## src/rtl/slc3_pkg.sv

```systemverilog
// slc3_pkg: shared types for the ISDU control unit.
//   state_t    - FSM state encoding
//   OP_*       - instruction opcodes (IR[15:12])
//   pcmux_t / addr2mux_t / aluk_t - datapath select encodings
//   ctrl_t     - bundle of every control output
//   state_ctrl - Moore decode of one state into its control word
package slc3_pkg;

    typedef enum logic [4:0] {
        S_HALTED, S_FETCH, S_RD_I, S_LOAD_IR, S_DECODE,
        S_ADD, S_AND, S_NOT, S_BR, S_BR_T, S_JMP, S_JSR, S_JSR_T,
        S_LDR_A, S_STR_A, S_RD_D, S_LDR_WB, S_STR_D, S_WR,
        S_PAUSE, S_PAUSE_REL
    } state_t;

    localparam logic [3:0] OP_BR    = 4'b0000;
    localparam logic [3:0] OP_ADD   = 4'b0001;
    localparam logic [3:0] OP_JSR   = 4'b0100;
    localparam logic [3:0] OP_AND   = 4'b0101;
    localparam logic [3:0] OP_LDR   = 4'b0110;
    localparam logic [3:0] OP_STR   = 4'b0111;
    localparam logic [3:0] OP_NOT   = 4'b1001;
    localparam logic [3:0] OP_JMP   = 4'b1100;
    localparam logic [3:0] OP_PAUSE = 4'b1101;

    typedef enum logic [1:0] {PC_PLUS1, PC_ADDER, PC_BUS}           pcmux_t;
    typedef enum logic [1:0] {A2_ZERO, A2_OFF6, A2_OFF9, A2_OFF11}  addr2mux_t;
    typedef enum logic [1:0] {ALU_ADD, ALU_AND, ALU_NOT, ALU_PASS}  aluk_t;

    typedef struct packed {
        logic      ld_mar, ld_mdr, ld_ir, ld_ben, ld_cc, ld_reg, ld_pc, ld_led;
        logic      gate_pc, gate_mdr, gate_alu, gate_marmux;
        pcmux_t    pcmux;
        addr2mux_t addr2mux;
        aluk_t     aluk;
        logic      drmux, sr1mux, sr2mux, addr1mux, mio_en;
        logic      mem_oe, mem_we;
    } ctrl_t;

    function automatic logic is_wait(input state_t s);
        return (s == S_RD_I) || (s == S_RD_D) || (s == S_WR);
    endfunction

    // last:  this cycle is the final cycle of a memory wait
    // first: this cycle is the first cycle spent in PAUSE
    function automatic ctrl_t state_ctrl(input state_t s, input logic last,
                                         input logic ir5, input logic first);
        ctrl_t c;
        c = '0;
        case (s)
            S_FETCH: begin
                c.gate_pc = 1'b1; c.ld_mar = 1'b1; c.ld_pc = 1'b1;
                c.pcmux   = PC_PLUS1;
            end
            S_RD_I, S_RD_D: begin
                c.mem_oe = 1'b1; c.mio_en = 1'b1; c.ld_mdr = last;
            end
            S_LOAD_IR: begin
                c.gate_mdr = 1'b1; c.ld_ir = 1'b1;
            end
            S_DECODE: c.ld_ben = 1'b1;
            S_ADD, S_AND, S_NOT: begin
                c.sr1mux   = 1'b1; c.sr2mux = ~ir5;
                c.aluk     = (s == S_ADD) ? ALU_ADD : (s == S_AND) ? ALU_AND : ALU_NOT;
                c.gate_alu = 1'b1; c.drmux = 1'b1; c.ld_reg = 1'b1; c.ld_cc = 1'b1;
            end
            S_BR_T: begin
                c.addr1mux = 1'b0; c.addr2mux = A2_OFF9; c.pcmux = PC_ADDER; c.ld_pc = 1'b1;
            end
            S_JMP: begin
                c.sr1mux = 1'b1; c.addr1mux = 1'b1; c.addr2mux = A2_ZERO;
                c.pcmux  = PC_ADDER; c.ld_pc = 1'b1;
            end
            S_JSR: begin
                c.gate_pc = 1'b1; c.drmux = 1'b0; c.ld_reg = 1'b1;
            end
            S_JSR_T: begin
                c.addr1mux = 1'b0; c.addr2mux = A2_OFF11; c.pcmux = PC_ADDER; c.ld_pc = 1'b1;
            end
            S_LDR_A, S_STR_A: begin
                c.sr1mux = 1'b1; c.addr1mux = 1'b1; c.addr2mux = A2_OFF6;
                c.gate_marmux = 1'b1; c.ld_mar = 1'b1;
            end
            S_LDR_WB: begin
                c.gate_mdr = 1'b1; c.drmux = 1'b1; c.ld_reg = 1'b1; c.ld_cc = 1'b1;
            end
            S_STR_D: begin
                c.sr1mux = 1'b0; c.aluk = ALU_PASS; c.gate_alu = 1'b1;
                c.ld_mdr = 1'b1; c.mio_en = 1'b0;
            end
            S_WR:    c.mem_we = 1'b1;
            S_PAUSE: c.ld_led = first;
            default: ;
        endcase
        return c;
    endfunction

endpackage

```

## src/rtl/isdu_if.sv

```systemverilog
// isdu_if: instruction-side inputs and control outputs of the ISDU.
//   slave  - the ISDU itself (takes Run/Continue/Opcode/IR_5/BEN, drives controls)
//   master - whoever drives the ISDU inputs and consumes its controls
interface isdu_if;
    logic       Run, Continue, IR_5, BEN;
    logic [3:0] Opcode;
    logic       LD_MAR, LD_MDR, LD_IR, LD_BEN, LD_CC, LD_REG, LD_PC, LD_LED;
    logic       GatePC, GateMDR, GateALU, GateMARMUX;
    logic [1:0] PCMUX, ADDR2MUX, ALUK;
    logic       DRMUX, SR1MUX, SR2MUX, ADDR1MUX, MIO_EN;
    logic       Mem_OE, Mem_WE;

    modport slave (
        input  Run, Continue, Opcode, IR_5, BEN,
        output LD_MAR, LD_MDR, LD_IR, LD_BEN, LD_CC, LD_REG, LD_PC, LD_LED,
               GatePC, GateMDR, GateALU, GateMARMUX, PCMUX, ADDR2MUX, ALUK,
               DRMUX, SR1MUX, SR2MUX, ADDR1MUX, MIO_EN, Mem_OE, Mem_WE
    );
    modport master (
        output Run, Continue, Opcode, IR_5, BEN,
        input  LD_MAR, LD_MDR, LD_IR, LD_BEN, LD_CC, LD_REG, LD_PC, LD_LED,
               GatePC, GateMDR, GateALU, GateMARMUX, PCMUX, ADDR2MUX, ALUK,
               DRMUX, SR1MUX, SR2MUX, ADDR1MUX, MIO_EN, Mem_OE, Mem_WE
    );
endinterface

```

## src/rtl/isdu_wait_timer.sv

```systemverilog
// wait_timer: counts cycles spent in a memory wait state.
//   start    - clear the count (asserted whenever not continuing a wait)
//   done     - current cycle is the MEM_WAIT-th cycle of the wait
//   done_nxt - the cycle after this edge will be the final one
module wait_timer #(
    parameter int MEM_WAIT = 3
) (
    input  logic Clk,
    input  logic Reset,
    input  logic start,
    output logic done,
    output logic done_nxt
);
    localparam int W = $clog2(MEM_WAIT + 1);
    localparam logic [W-1:0] LAST = W'(MEM_WAIT - 1);

    logic [W-1:0] cnt_q, cnt_d;

    always_comb begin
        cnt_d = start ? '0 : cnt_q + 1'b1;
    end

    always_ff @(posedge Clk or negedge Reset) begin
        if (!Reset) cnt_q <= '0;
        else        cnt_q <= cnt_d;
    end

    assign done     = (cnt_q == LAST);
    assign done_nxt = (cnt_d == LAST);
endmodule

```

## src/rtl/isdu.sv

```systemverilog
// isdu: LC-3 style instruction sequencing and decode unit (Moore FSM).
//   Clk, Reset (async active-low), bus (isdu_if.slave): Run/Continue/Opcode/
//   IR_5/BEN in, register loads, bus gates, mux selects and memory strobes out.
// Control outputs are registered together with the state, decoded from the
// next state, so they change exactly when the state does and clear with Reset.
module isdu
    import slc3_pkg::*;
#(
    parameter int MEM_WAIT = 3
) (
    input  logic Clk,
    input  logic Reset,
    isdu_if.slave bus
);
    state_t state_q, state_d;
    ctrl_t  ctrl_q, ctrl_d;
    logic   tmr_start, tmr_done, tmr_done_nxt, pause_first;

    wait_timer #(.MEM_WAIT(MEM_WAIT)) u_wait (
        .Clk      (Clk),
        .Reset    (Reset),
        .start    (tmr_start),
        .done     (tmr_done),
        .done_nxt (tmr_done_nxt)
    );

    always_comb begin
        state_d = state_q;
        case (state_q)
            S_HALTED:  if (bus.Run) state_d = S_FETCH;
            S_FETCH:   state_d = S_RD_I;
            S_RD_I:    if (tmr_done) state_d = S_LOAD_IR;
            S_LOAD_IR: state_d = S_DECODE;
            S_DECODE: begin
                case (bus.Opcode)
                    OP_ADD:   state_d = S_ADD;
                    OP_AND:   state_d = S_AND;
                    OP_NOT:   state_d = S_NOT;
                    OP_BR:    state_d = S_BR;
                    OP_JMP:   state_d = S_JMP;
                    OP_JSR:   state_d = S_JSR;
                    OP_LDR:   state_d = S_LDR_A;
                    OP_STR:   state_d = S_STR_A;
                    OP_PAUSE: state_d = S_PAUSE;
                    default:  state_d = S_FETCH;
                endcase
            end
            S_BR:        state_d = bus.BEN ? S_BR_T : S_FETCH;
            S_JSR:       state_d = S_JSR_T;
            S_LDR_A:     state_d = S_RD_D;
            S_RD_D:      if (tmr_done) state_d = S_LDR_WB;
            S_STR_A:     state_d = S_STR_D;
            S_STR_D:     state_d = S_WR;
            S_WR:        if (tmr_done) state_d = S_FETCH;
            S_PAUSE:     if (bus.Continue) state_d = S_PAUSE_REL;
            // Wait for Continue to drop so one pulse releases only one PAUSE
            S_PAUSE_REL: if (!bus.Continue) state_d = S_FETCH;
            default:     state_d = S_FETCH;
        endcase

        // Counter restarts on every cycle that is not a continuation of a wait
        tmr_start   = !(is_wait(state_q) && (state_d == state_q));
        pause_first = (state_d == S_PAUSE) && (state_q != S_PAUSE);
        ctrl_d      = state_ctrl(state_d, tmr_done_nxt, bus.IR_5, pause_first);
    end

    always_ff @(posedge Clk or negedge Reset) begin
        if (!Reset) begin
            state_q <= S_HALTED;
            ctrl_q  <= '0;
        end else begin
            state_q <= state_d;
            ctrl_q  <= ctrl_d;
        end
    end

    assign bus.LD_MAR     = ctrl_q.ld_mar;
    assign bus.LD_MDR     = ctrl_q.ld_mdr;
    assign bus.LD_IR      = ctrl_q.ld_ir;
    assign bus.LD_BEN     = ctrl_q.ld_ben;
    assign bus.LD_CC      = ctrl_q.ld_cc;
    assign bus.LD_REG     = ctrl_q.ld_reg;
    assign bus.LD_PC      = ctrl_q.ld_pc;
    assign bus.LD_LED     = ctrl_q.ld_led;
    assign bus.GatePC     = ctrl_q.gate_pc;
    assign bus.GateMDR    = ctrl_q.gate_mdr;
    assign bus.GateALU    = ctrl_q.gate_alu;
    assign bus.GateMARMUX = ctrl_q.gate_marmux;
    assign bus.PCMUX      = ctrl_q.pcmux;
    assign bus.ADDR2MUX   = ctrl_q.addr2mux;
    assign bus.ALUK       = ctrl_q.aluk;
    assign bus.DRMUX      = ctrl_q.drmux;
    assign bus.SR1MUX     = ctrl_q.sr1mux;
    assign bus.SR2MUX     = ctrl_q.sr2mux;
    assign bus.ADDR1MUX   = ctrl_q.addr1mux;
    assign bus.MIO_EN     = ctrl_q.mio_en;
    assign bus.Mem_OE     = ctrl_q.mem_oe;
    assign bus.Mem_WE     = ctrl_q.mem_we;
endmodule

```

## src/flat_wrapper.sv

```systemverilog
// flat-port wrapper written by rule: the top's interface ports become plain ports
module isdu_flat import slc3_pkg::*;
#(
    parameter int MEM_WAIT = 3
)
  (Clk, Reset, bus_Run, bus_Continue, bus_Opcode, bus_IR_5, bus_BEN, bus_LD_MAR, bus_LD_MDR, bus_LD_IR, bus_LD_BEN, bus_LD_CC, bus_LD_REG, bus_LD_PC, bus_LD_LED, bus_GatePC, bus_GateMDR, bus_GateALU, bus_GateMARMUX, bus_PCMUX, bus_ADDR2MUX, bus_ALUK, bus_DRMUX, bus_SR1MUX, bus_SR2MUX, bus_ADDR1MUX, bus_MIO_EN, bus_Mem_OE, bus_Mem_WE);
  isdu_if bus_i ();
  input  logic Clk;
  input  logic Reset;
  input wire logic [$bits(bus_i.Run)-1:0] bus_Run;
  input wire logic [$bits(bus_i.Continue)-1:0] bus_Continue;
  input wire logic [$bits(bus_i.Opcode)-1:0] bus_Opcode;
  input wire logic [$bits(bus_i.IR_5)-1:0] bus_IR_5;
  input wire logic [$bits(bus_i.BEN)-1:0] bus_BEN;
  output wire logic [$bits(bus_i.LD_MAR)-1:0] bus_LD_MAR;
  output wire logic [$bits(bus_i.LD_MDR)-1:0] bus_LD_MDR;
  output wire logic [$bits(bus_i.LD_IR)-1:0] bus_LD_IR;
  output wire logic [$bits(bus_i.LD_BEN)-1:0] bus_LD_BEN;
  output wire logic [$bits(bus_i.LD_CC)-1:0] bus_LD_CC;
  output wire logic [$bits(bus_i.LD_REG)-1:0] bus_LD_REG;
  output wire logic [$bits(bus_i.LD_PC)-1:0] bus_LD_PC;
  output wire logic [$bits(bus_i.LD_LED)-1:0] bus_LD_LED;
  output wire logic [$bits(bus_i.GatePC)-1:0] bus_GatePC;
  output wire logic [$bits(bus_i.GateMDR)-1:0] bus_GateMDR;
  output wire logic [$bits(bus_i.GateALU)-1:0] bus_GateALU;
  output wire logic [$bits(bus_i.GateMARMUX)-1:0] bus_GateMARMUX;
  output wire logic [$bits(bus_i.PCMUX)-1:0] bus_PCMUX;
  output wire logic [$bits(bus_i.ADDR2MUX)-1:0] bus_ADDR2MUX;
  output wire logic [$bits(bus_i.ALUK)-1:0] bus_ALUK;
  output wire logic [$bits(bus_i.DRMUX)-1:0] bus_DRMUX;
  output wire logic [$bits(bus_i.SR1MUX)-1:0] bus_SR1MUX;
  output wire logic [$bits(bus_i.SR2MUX)-1:0] bus_SR2MUX;
  output wire logic [$bits(bus_i.ADDR1MUX)-1:0] bus_ADDR1MUX;
  output wire logic [$bits(bus_i.MIO_EN)-1:0] bus_MIO_EN;
  output wire logic [$bits(bus_i.Mem_OE)-1:0] bus_Mem_OE;
  output wire logic [$bits(bus_i.Mem_WE)-1:0] bus_Mem_WE;
  assign bus_i.Run = bus_Run;
  assign bus_i.Continue = bus_Continue;
  assign bus_i.Opcode = bus_Opcode;
  assign bus_i.IR_5 = bus_IR_5;
  assign bus_i.BEN = bus_BEN;
  assign bus_LD_MAR = bus_i.LD_MAR;
  assign bus_LD_MDR = bus_i.LD_MDR;
  assign bus_LD_IR = bus_i.LD_IR;
  assign bus_LD_BEN = bus_i.LD_BEN;
  assign bus_LD_CC = bus_i.LD_CC;
  assign bus_LD_REG = bus_i.LD_REG;
  assign bus_LD_PC = bus_i.LD_PC;
  assign bus_LD_LED = bus_i.LD_LED;
  assign bus_GatePC = bus_i.GatePC;
  assign bus_GateMDR = bus_i.GateMDR;
  assign bus_GateALU = bus_i.GateALU;
  assign bus_GateMARMUX = bus_i.GateMARMUX;
  assign bus_PCMUX = bus_i.PCMUX;
  assign bus_ADDR2MUX = bus_i.ADDR2MUX;
  assign bus_ALUK = bus_i.ALUK;
  assign bus_DRMUX = bus_i.DRMUX;
  assign bus_SR1MUX = bus_i.SR1MUX;
  assign bus_SR2MUX = bus_i.SR2MUX;
  assign bus_ADDR1MUX = bus_i.ADDR1MUX;
  assign bus_MIO_EN = bus_i.MIO_EN;
  assign bus_Mem_OE = bus_i.Mem_OE;
  assign bus_Mem_WE = bus_i.Mem_WE;
  isdu #(.MEM_WAIT(MEM_WAIT)) u_core (.Clk(Clk), .Reset(Reset), .bus(bus_i));
endmodule
```

## config.mk

```make
export PLATFORM = sky130hd
export DESIGN_NAME = isdu_flat
export DESIGN_NICKNAME = d
export VERILOG_FILES = /design/src/rtl/slc3_pkg.sv /design/src/rtl/isdu_if.sv /design/src/rtl/isdu_wait_timer.sv /design/src/rtl/isdu.sv /design/src/flat_wrapper.sv
export SDC_FILE = /design/constraint.sdc
export NUM_CORES = 1
export LEC_CHECK = 0
export ABC_AREA = 1
export CORE_MARGIN = 2
export CORE_UTILIZATION = 53
export DETAILED_ROUTE_END_ITERATION = 6
export GPL_TIMING_DRIVEN = 0
export MAX_ROUTING_LAYER = met4
export PLACE_DENSITY_LB_ADDON = 0.12
export SKIP_CTS_REPAIR_TIMING = 1
export SLEW_MARGIN = 0
export SYNTH_ARGS = -nofsm -noshare
export SYNTH_HDL_FRONTEND = slang
export SYNTH_HIERARCHICAL = 1
export SYNTH_SLANG_ARGS = --single-unit
```

## constraint.sdc

```tcl
create_clock -name Clk -period 2.6 [get_ports Clk]
set_input_delay 0.39 -clock Clk [delete_from_list [all_inputs] [get_ports Clk]]
set_output_delay 0.39 -clock Clk [all_outputs]
set_load 0.05 [all_outputs]
```

==> results of run 1 <==
[worst max-delay path by stage]
stage,endpoint,cells after the start
3_3_place_gp,u_core/bus.LD_MDR,12
5_1_grt,u_core/bus.SR1MUX,12
4_1_cts,bus_LD_CC,2
3_5_place_dp,u_core/bus.LD_MDR,12
2_1_floorplan,u_core/bus.SR1MUX,13
6_report,bus_LD_CC,2
[routing by layer]
layer	GRT usage (%)	share of wire, %	wire length [um]
met5	-	0	0
met4	6.312	1.3	44
met3	6.473	6.2	216
met2	37.34	49	1688
met1	31.05	44	1529
[where the power goes]
| part | internal [uW] | switching (uW) |
|---|---|---|
| combinational | 363 | 790 |
| sequential | 561 | 71.0 |
| clock | 157 | 153 |
| total | 1080 | 1010 |
[sequential cells by signal, indices dropped and copies added (netlist names), 2 cells and up]
name                 flops
u_core/bus.ADDR2MUX      2
u_core/bus.ALUK          2
u_core/state_q           5
u_core/u_wait/cnt_q      2
[per-stage QoR]
stage | util, % | power [uW] | std cells
2_1_floorplan | - | 1469 | 198
3_3_place_gp | 69.42 | 1774 | 262
3_5_place_dp | 69.42 | 1793 | 262
4_1_cts | 71.96 | 2106 | 270
5_1_grt | 71.78 | 2238 | 270
6_report | 71.78 | 2094 | 270
[layout make-up]
type / count / area share (%)
multi-input cells: 136 / 34.01
plain buffers: 5 / 2.086
well taps: 31 / 1.960
flip-flops and latches: 29 / 36.66
inverters: 28 / 5.310
repair buffers: 33 / 16.43
clock inverters: 1 / 0.2528
clock buffers: 7 / 3.287
[kinds of logic after synthesis]
kind of cell | after synthesis | share of synthesized area (%)
flip-flops | 29 | 46.96
adder cells (fa/ha/maj) | 1 | 0.8096
other | 1 | 0.2427
AO/OA/AOI/OAI | 11 | 4.210
AND/OR/NAND/NOR | 123 | 38.30
buffers and inverters | 33 | 9.474
[synth_stat cells]
| cell | instances |
|---|---|
| nand2_1 | 46 |
| nor2_1 | 31 |
| dfrtp_1 | 29 |
| inv_1 | 20 |
| nand3_1 | 20 |
| nor2_2 | 9 |
| o21ai_0 | 7 |
| inv_2 | 6 |
| nand3_2 | 6 |
| nand4_1 | 6 |
| buf_4 | 4 |
| a21oi_1 | 2 |
| clkinv_1 | 2 |
| nand2_2 | 2 |
| buf_6 | 1 |
| conb_1 | 1 |
| ha_1 | 1 |
| nand3_4 | 1 |
| nand3b_1 | 1 |
| nor2_4 | 1 |
| o211ai_2 | 1 |
| o21a_1 | 1 |
==> impl_metrics.csv, run 1 <==
group,metric,value,unit
outcome,run_status,"finished, final reports clean",
grt,grt_pass1_wl,5809,um
layout,layout_common_cells,"nand2_1, clkdlybuf4s50_1, nor2_1",
clock_network,clockRootBuffer,"clkbuf_4",
timing,timing.final.crit_share,75.21,%
routing,firstDrtPassIters,5,
pwr,p_per_area,1058,nW/um^2
floorplanning,ioPinCount,35,
routing,remaining_drc_errors,0,
synth,syn_inst,198,
grt,antenna_found_initial,0,
worst_setup_path,max_stage_delay,0.78,ns
layout,multi_input_area,673.1,sq um
layout,num_antenna_cells,0,
layout,seq_area,725.7,sq um
layout,design_area,1979,sq um
grt,grt-ovfl-total,0,
synth,avgSynthCellArea,7.804,sq um
worst_setup_path,critPathLaunchType,"register",
flow_run,cap_violations,0,
timing,period_needed,1.955,ns
timing,drv_slew,0,
synth,syn_nets,209,
worst_setup_path,r2r_cells,9,
pwr,power.leakage,0.001126,uW
synth,synth_seq_cells,29,
synth,ys_warn_count,6,
layout,drive_gt1_share,16.74,%
synth,synth_top_area_share,46.96,%
routing,ant_nets,0,
floorplanning,row_count,19,
place,numPortBuffers,33,
layout,nFillCells,226,
timing,finalHoldViolations,0,
timing,worst_slack,0.6446,ns
worst_setup_path,crit_start,"u_core/bus.DRMUX",
worst_setup_path,path_delay_family,"buffers and inverters",
routing,vias,1430,
worst_setup_path,crit_buf_inv,2,
place,hpwl,2692,um
pwr,worst_ir_drop_vdd,0.9745,mV
place,post-place-ws,0.4142,ns
floorplanning,die_area,3363,sq um
synth,synthTopCellsByArea,"dfrtp_1, nand2_1, nor2_1",
worst_setup_path,path_max_fanout,2,
worst_setup_path,cp-end-kind,"output port",
worst_setup_path,cp_slowest_cell,"clkdlybuf4s50_1",
worst_setup_path,rrSetupSlack,0.66,ns
grt,grt_max_degree,30,
synth,ys_types,22,
layout,nets,249,
clock_network,clock_path_buffers,2,
timing,fmax,511.4,MHz
clock_network,cts.sink_count,29,
clock_network,clock_latency,0.32,ns
floorplanning,fp.dieH,58.00,um
timing,worstMarginPinSlew,0.6355,ns
clock_network,h-tree-depth,2,
place,place_congestion,0.9264,
worst_setup_path,cp.arrival,1.57,ns
timing,tns,0,ns
timing,holdWs,0.07275,ns
grt,gr-usage-all-layers,23.94,%
routing,drt-initial-drc-count,53,
worst_setup_path,reg2reg_to,"u_core/bus.LD_REG",
routing,wirelength,3478,um
floorplanning,die_w,58.00,um
routing,detail_route.wl_per_cell,12.88,um
routing,vias_per_cell,5.296,
synth,synth_seq_area_share,46.96,%
synth,synth_area,1545,sq um
worst_setup_path,crit_required,2.21,ns
clock_network,tritoncts,"done",
clock_network,cts_buffers,5,
timing,clock-skew-final,0.009280,ns
clock_network,path_clk_slew,0.10,ns
timing,rsz0062_at_grt,"no",
place,dpl_cell_area,1914,sq um
grt,grt_pass1_vias,1274,
timing,setup_viol,0,
layout,layout_commonest_cell,"nand2_1",
floorplanning,core,2758,sq um
worst_setup_path,crit_type,"reg -> out",
worst_hold_path,hold_class,"in -> async",
worst_setup_path,r2r_start,"u_core/u_wait/cnt_q[0]",
layout,area_growth,28.10,%
worst_setup_path,crit_chain,"buf_4 > clkdlybuf4s50_1",
timing,slew_headroom,57.64,%
floorplanning,start_util,56.03,%
synth,yosysTopAreaCell,"dfrtp_1",
(Power assumes the default switching activity.)
==> inputs of run 2 (changes only) <==
CORE_UTILIZATION = 49   (was 53)
clock period = 1.8 ns   (was 2.6 ns; I/O delays follow)
==> impl_metrics.csv, run 2 (synthesized netlist as in run 1, its figures left out) <==
group,metric,value,unit
outcome,run_status,"finished, violations left",
outcome,violations,"negative setup slack",
worst_hold_path,min_to,"u_core/u_wait/cnt_q[0]",
worst_setup_path,max_stage_delay,0.50,ns
worst_setup_path,cp-end-kind,"register",
worst_setup_path,r2r_start,"u_core/state_q[2]",
grt,grt_pass1_vias,1328,
place,hpwl,2648,um
worst_hold_path,min_path_cells,1,
layout,layout_commonest_cell,"nand2_1",
timing,worstMarginPinSlew,0.6273,ns
layout,seq_area,730.7,sq um
layout,layout_common_cells,"nand2_1, clkdlybuf4s50_1, dfrtp_1",
worst_setup_path,path_delay_family,"simple AND/OR/NAND/NOR gates",
timing,timing.final.crit_share,100.8,%
grt,grt-busiest-layer,"met2",
routing,remaining_drc_errors,0,
routing,wirelength,4116,um
floorplanning,die_w,60.16,um
routing,drt-initial-drc-count,27,
worst_setup_path,crit_buf_inv,1,
worst_setup_path,crit_type,"reg -> reg",
clock_network,clock_latency,0.32,ns
grt,gr-usage-met1,27.50,%
timing,rsz0062_at_grt,"yes",
clock_network,clockRootBuffer,"clkbuf_4",
layout,num_antenna_cells,0,
layout,design_area,2242,sq um
worst_setup_path,rrSetupSlack,-0.01,ns
pwr,p_per_area,1523,nW/um^2
clock_network,tritoncts,"done",
worst_setup_path,r2r_cells,8,
worst_setup_path,crit_chain,"inv_2 > nor2_2 > nand3_1 > o21a_1 > nand3_2 > nand3_4 > o211ai_2 > nand3_1",
layout,multi_input_area,805.8,sq um
clock_network,h-tree-depth,2,
timing,clock-skew-final,0.003876,ns
worst_setup_path,reg2reg_to,"u_core/bus.LD_REG",
pwr,power.leakage,0.001265,uW
timing,fmax,551.2,MHz
routing,vias,1509,
grt,antenna_found_initial,0,
floorplanning,start_util,51.03,%
layout,drive_gt1_share,31.17,%
routing,ant_nets,0,
floorplanning,fp.dieH,60.16,um
timing,worst_slack,-0.01422,ns
worst_setup_path,crit_required,2.00,ns
routing,firstDrtPassIters,4,
grt,grt-ovfl-total,0,
flow_run,cap_violations,0,
grt,grt_use_met2,36.34,%
worst_setup_path,crit_top_cell,"nand3_1",
floorplanning,ioPinCount,35,
routing,detail_route.wl_per_cell,14.14,um
floorplanning,die_area,3619,sq um
clock_network,cts_buffers,5,
timing,period_needed,1.814,ns
clock_network,path_clk_slew,0.09,ns
place,numPortBuffers,33,
timing,drv_slew,0,
layout,area_growth,45.10,%
grt,grt_max_degree,30,
pwr,worst_ir_drop_vdd,0.9175,mV
clock_network,clock_path_buffers,2,
timing,finalHoldViolations,0,
grt,gr-usage-all-layers,22.72,%
layout,nFillCells,235,
floorplanning,row_count,20,
timing,setup_viol,2,
floorplanning,core,3028,sq um
worst_hold_path,hold_class,"reg -> reg",
worst_setup_path,cp.arrival,2.02,ns
clock_network,cts.sink_count,29,
layout,nets,257,
worst_setup_path,cp_slowest_cell,"dfrtp_2",
timing,tns,-0.01616,ns
grt,grt_pass1_wl,5823,um
place,dpl_cell_area,1931,sq um
routing,vias_per_cell,5.186,
layout,largest-register,"u_core/state_q",
timing,slew_headroom,58.18,%
worst_setup_path,critPathLaunchType,"register",
grt,use_met3,5.195,%
layout,largest_register_ffs,5,
worst_setup_path,path_max_fanout,7,
place,place_congestion,0.9216,
worst_hold_path,min_from,"u_core/u_wait/cnt_q[0]",
## run 2: how the worst max path moves through the flow
stage | from | depth (start not counted) | end
6_report | u_core/state_q[2] | 8 | u_core/bus.LD_REG
5_1_grt | u_core/state_q[1] | 11 | u_core/bus.LD_MDR
4_1_cts | u_core/state_q[2] | 11 | u_core/bus.LD_MDR
3_5_place_dp | bus_Opcode[1] | 12 | u_core/bus.LD_MDR
3_3_place_gp | bus_Opcode[1] | 9 | u_core/bus.LD_REG
2_1_floorplan | u_core/u_wait/cnt_q[0] | 13 | u_core/bus.SR1MUX
## run 2: worst reg2reg max path: stages, from the launching register on
cell	delay [ns]
dfrtp_2	0.50
inv_2	0.08
nor2_2	0.15
nand3_1	0.19
o21a_1	0.17
nand3_2	0.09
nand3_4	0.12
o211ai_2	0.29
nand3_1	0.10
## run 2: per-stage QoR
step                      total power (uW)  cells  util (%)  setup slack [ns]  hold slack (ns)
after floorplan                       2122    198         -            0.1837         -0.02559
after global routing                  3593    291     74.05           -0.1307           0.4718
after CTS                             3029    283     66.07          -0.07520           0.4526
final                                 3414    291     74.05          -0.01422           0.4718
after detailed placement              2574    275     63.76           -0.2365           0.4403
after global placement                2534    275     63.76           -0.1807           0.4296
## run 2: layer usage
layer  vias up  part of all wire, %  wire, um
met5         -                    0         0
met4         0                  3.0       123
met2        53                   52      2126
met1       724                   41      1676
li1        716                    -         -
met3        16                  4.6       189
## run 2: final cells by class
type | count | share of cell area, %
timing repair buffer | 41 | 19.08
inverter | 28 | 4.799
tap | 44 | 2.455
sequential | 29 | 32.59
multi-input combinational | 136 | 35.94
clock buffer | 7 | 2.902
clock inverter | 1 | 0.2232
buffer | 5 | 2.009
## run 2: power breakdown
group / total [uW] / switching (uW) / leakage [uW] / internal (uW)
clock network: 444 / 218 / 0.0000413 / 226
registers: 954 / 137 / 0.000390 / 817
logic: 2020 / 1320 / 0.000833 / 700
==> inputs of run 3 (changes only) <==
CORE_UTILIZATION = 32   (was 49)
CTS_CLUSTER_SIZE = 30   (was unset)
TNS_END_PERCENT = 10   (was unset)
==> impl_metrics.csv, run 3 (synthesized netlist as in run 1, its figures left out) <==
group,metric,value,unit
outcome,run_status,"finished, final reports clean",
timing,finalHoldViolations,0,
worst_hold_path,hold_class,"in -> async",
routing,ant_nets,0,
layout,num_antenna_cells,0,
timing,timing.final.crit_share,97.84,%
pwr,p_per_area,1524,nW/um^2
floorplanning,core,4692,sq um
floorplanning,fp.dieH,73.49,um
layout,design_area,2265,sq um
place,dpl_cell_area,1943,sq um
worst_setup_path,r2r_start,"u_core/state_q[1]",
pwr,p_seq_share,27.2,%
pwr,power.switching,1677,uW
layout,layout_common_cells,"nand2_1, clkdlybuf4s50_1, dfrtp_1",
floorplanning,die_area,5401,sq um
routing,drt-initial-drc-count,40,
layout,nFillCells,454,
routing,vias,1408,
timing,holdWs,0.007025,ns
layout,area_growth,46.56,%
floorplanning,die_w,73.49,um
place,post-place-ws,-0.2208,ns
place,dp_cells,285,
worst_setup_path,cp-end-kind,"register",
place,hpwl,2619,um
layout,layout_commonest_cell,"nand2_1",
timing,tns,0,ns
worst_setup_path,crit_required,1.95,ns
clock_network,clockRootBuffer,"clkbuf_8",
worst_setup_path,path_max_fanout,6,
layout,drive_gt1_share,34.43,%
pwr,p_sw_share,48.60,%
worst_setup_path,crit_type,"reg -> reg",
worst_setup_path,critPathLaunchType,"register",
grt,grt-ovfl-total,0,
worst_setup_path,cp.arrival,1.92,ns
routing,remaining_drc_errors,0,
pwr,internal_power,1773,uW
timing,worstMarginPinSlew,0.6294,ns
floorplanning,ioPinCount,35,
clock_network,tritoncts,"done",
timing,slew_headroom,58.04,%
routing,detail_route.wl_per_cell,12.08,um
clock_network,path_clk_slew,0.06,ns
timing,period_needed,1.761,ns
floorplanning,row_count,25,
timing,rsz0062_at_grt,"yes",
grt,grt_pass1_wl,5706,um
pwr,clockPowerShare,14.9,%
clock_network,cts_buffers,5,
clock_network,clock_latency,0.28,ns
routing,wirelength,3601,um
worst_setup_path,crit_start,"u_core/state_q[1]",
grt,grt_pass1_vias,1252,
layout,instances_no_fill,298,
clock_network,h-tree-depth,2,
timing,fmax,567.8,MHz
grt,grt_max_degree,30,
flow_run,cap_violations,0,
grt,gr-usage-all-layers,14.37,%
timing,setup_viol,0,
layout,largest_register_ffs,5,
routing,vias_per_cell,4.725,
place,numPortBuffers,33,
place,place_congestion,0.8630,
timing,drv_slew,0,
floorplanning,start_util,32.93,%
pwr,combPwrFrac,57.9,%
grt,antenna_found_initial,0,
timing,clock-skew-final,0.005076,ns
layout,nets,254,
timing,worst_slack,0.03879,ns
clock_network,clock_path_buffers,2,
layout,largest-register,"u_core/state_q",
pwr,worst_ir_drop_vdd,0.5509,mV
routing,firstDrtPassIters,4,
clock_network,cts.sink_count,29,
pwr,power.leakage,0.001211,uW
## run 3: cell count changes in the layout (fill, tap and decap cells not counted), sizes merged
| cell | previous run | this run |
|---|---|---|
| dlymetal6s2s | 4 | 0 |
| clkdlybuf4s50 | 28 | 30 |
| clkbuf | 8 | 7 |
| clkinv | 2 | 3 |
| dlygate4sd3 | 1 | 0 |
## run 3: final timing paths
check	endpoint	slack, ns	cells after the start
setup / recovery	u_core/bus.SR1MUX	0.04	12
hold / removal	u_core/bus.LD_REG	0.007	1
setup reg to reg	u_core/bus.SR1MUX	0.04	12
hold reg to reg	u_core/u_wait/cnt_q[0]	0.44	1
max in group asynchronous	u_core/state_q[3]	1.35	1
min in group Clk	u_core/u_wait/cnt_q[0]	0.44	1
## run 3: layout make-up
class                      count  area, sq um  area share, %
inverter                      28        107.6          4.751
buffer                         5        45.04          1.989
timing repair buffer          38        375.4          16.57
multi-input combinational    136        855.8          37.79
clock buffer                   6        72.57          3.204
clock inverter                 2        10.01         0.4420
sequential                    29        730.7          32.27
tap                           54        67.56          2.983
## run 3: metrics by stage
step / utilization, % / power, uW
finish: 48.27 / 3450
global route: 48.27 / 3669
CTS: 43.17 / 3102
detailed placement: 41.41 / 2583
global placement: 41.41 / 2582
floorplan: - / 2122
## run 3: routing by layer
metal,global-route usage (%),share of wire (%)
met5,-,0
met1,17.25,43
met4,6.061,1.9
met2,22.82,50
met3,3.704,4.9
## run 3: worst max-delay path, cell delays in order, from the launching register on
cell and delay [ns]:
dfrtp_2 0.47, nor2_4 0.21, nand2_2 0.09, nor2_4 0.17
nand2_1 0.07, nor2_1 0.13, nor2_2 0.06, nand3_4 0.11
nor2_4 0.07, nand2_1 0.07, nand2_2 0.05, inv_2 0.07
nand3_2 0.06
## run 3: power groups by stage
stage          logic (uW)  clock network (uW)  registers, uW
6_report             2000                 513            940
5_1_grt              2150                 557            958
2_1_floorplan         850                   0           1270
4_1_cts              1660                 524            916
3_5_place_dp         1660                   0            925
3_3_place_gp         1660                   0            926
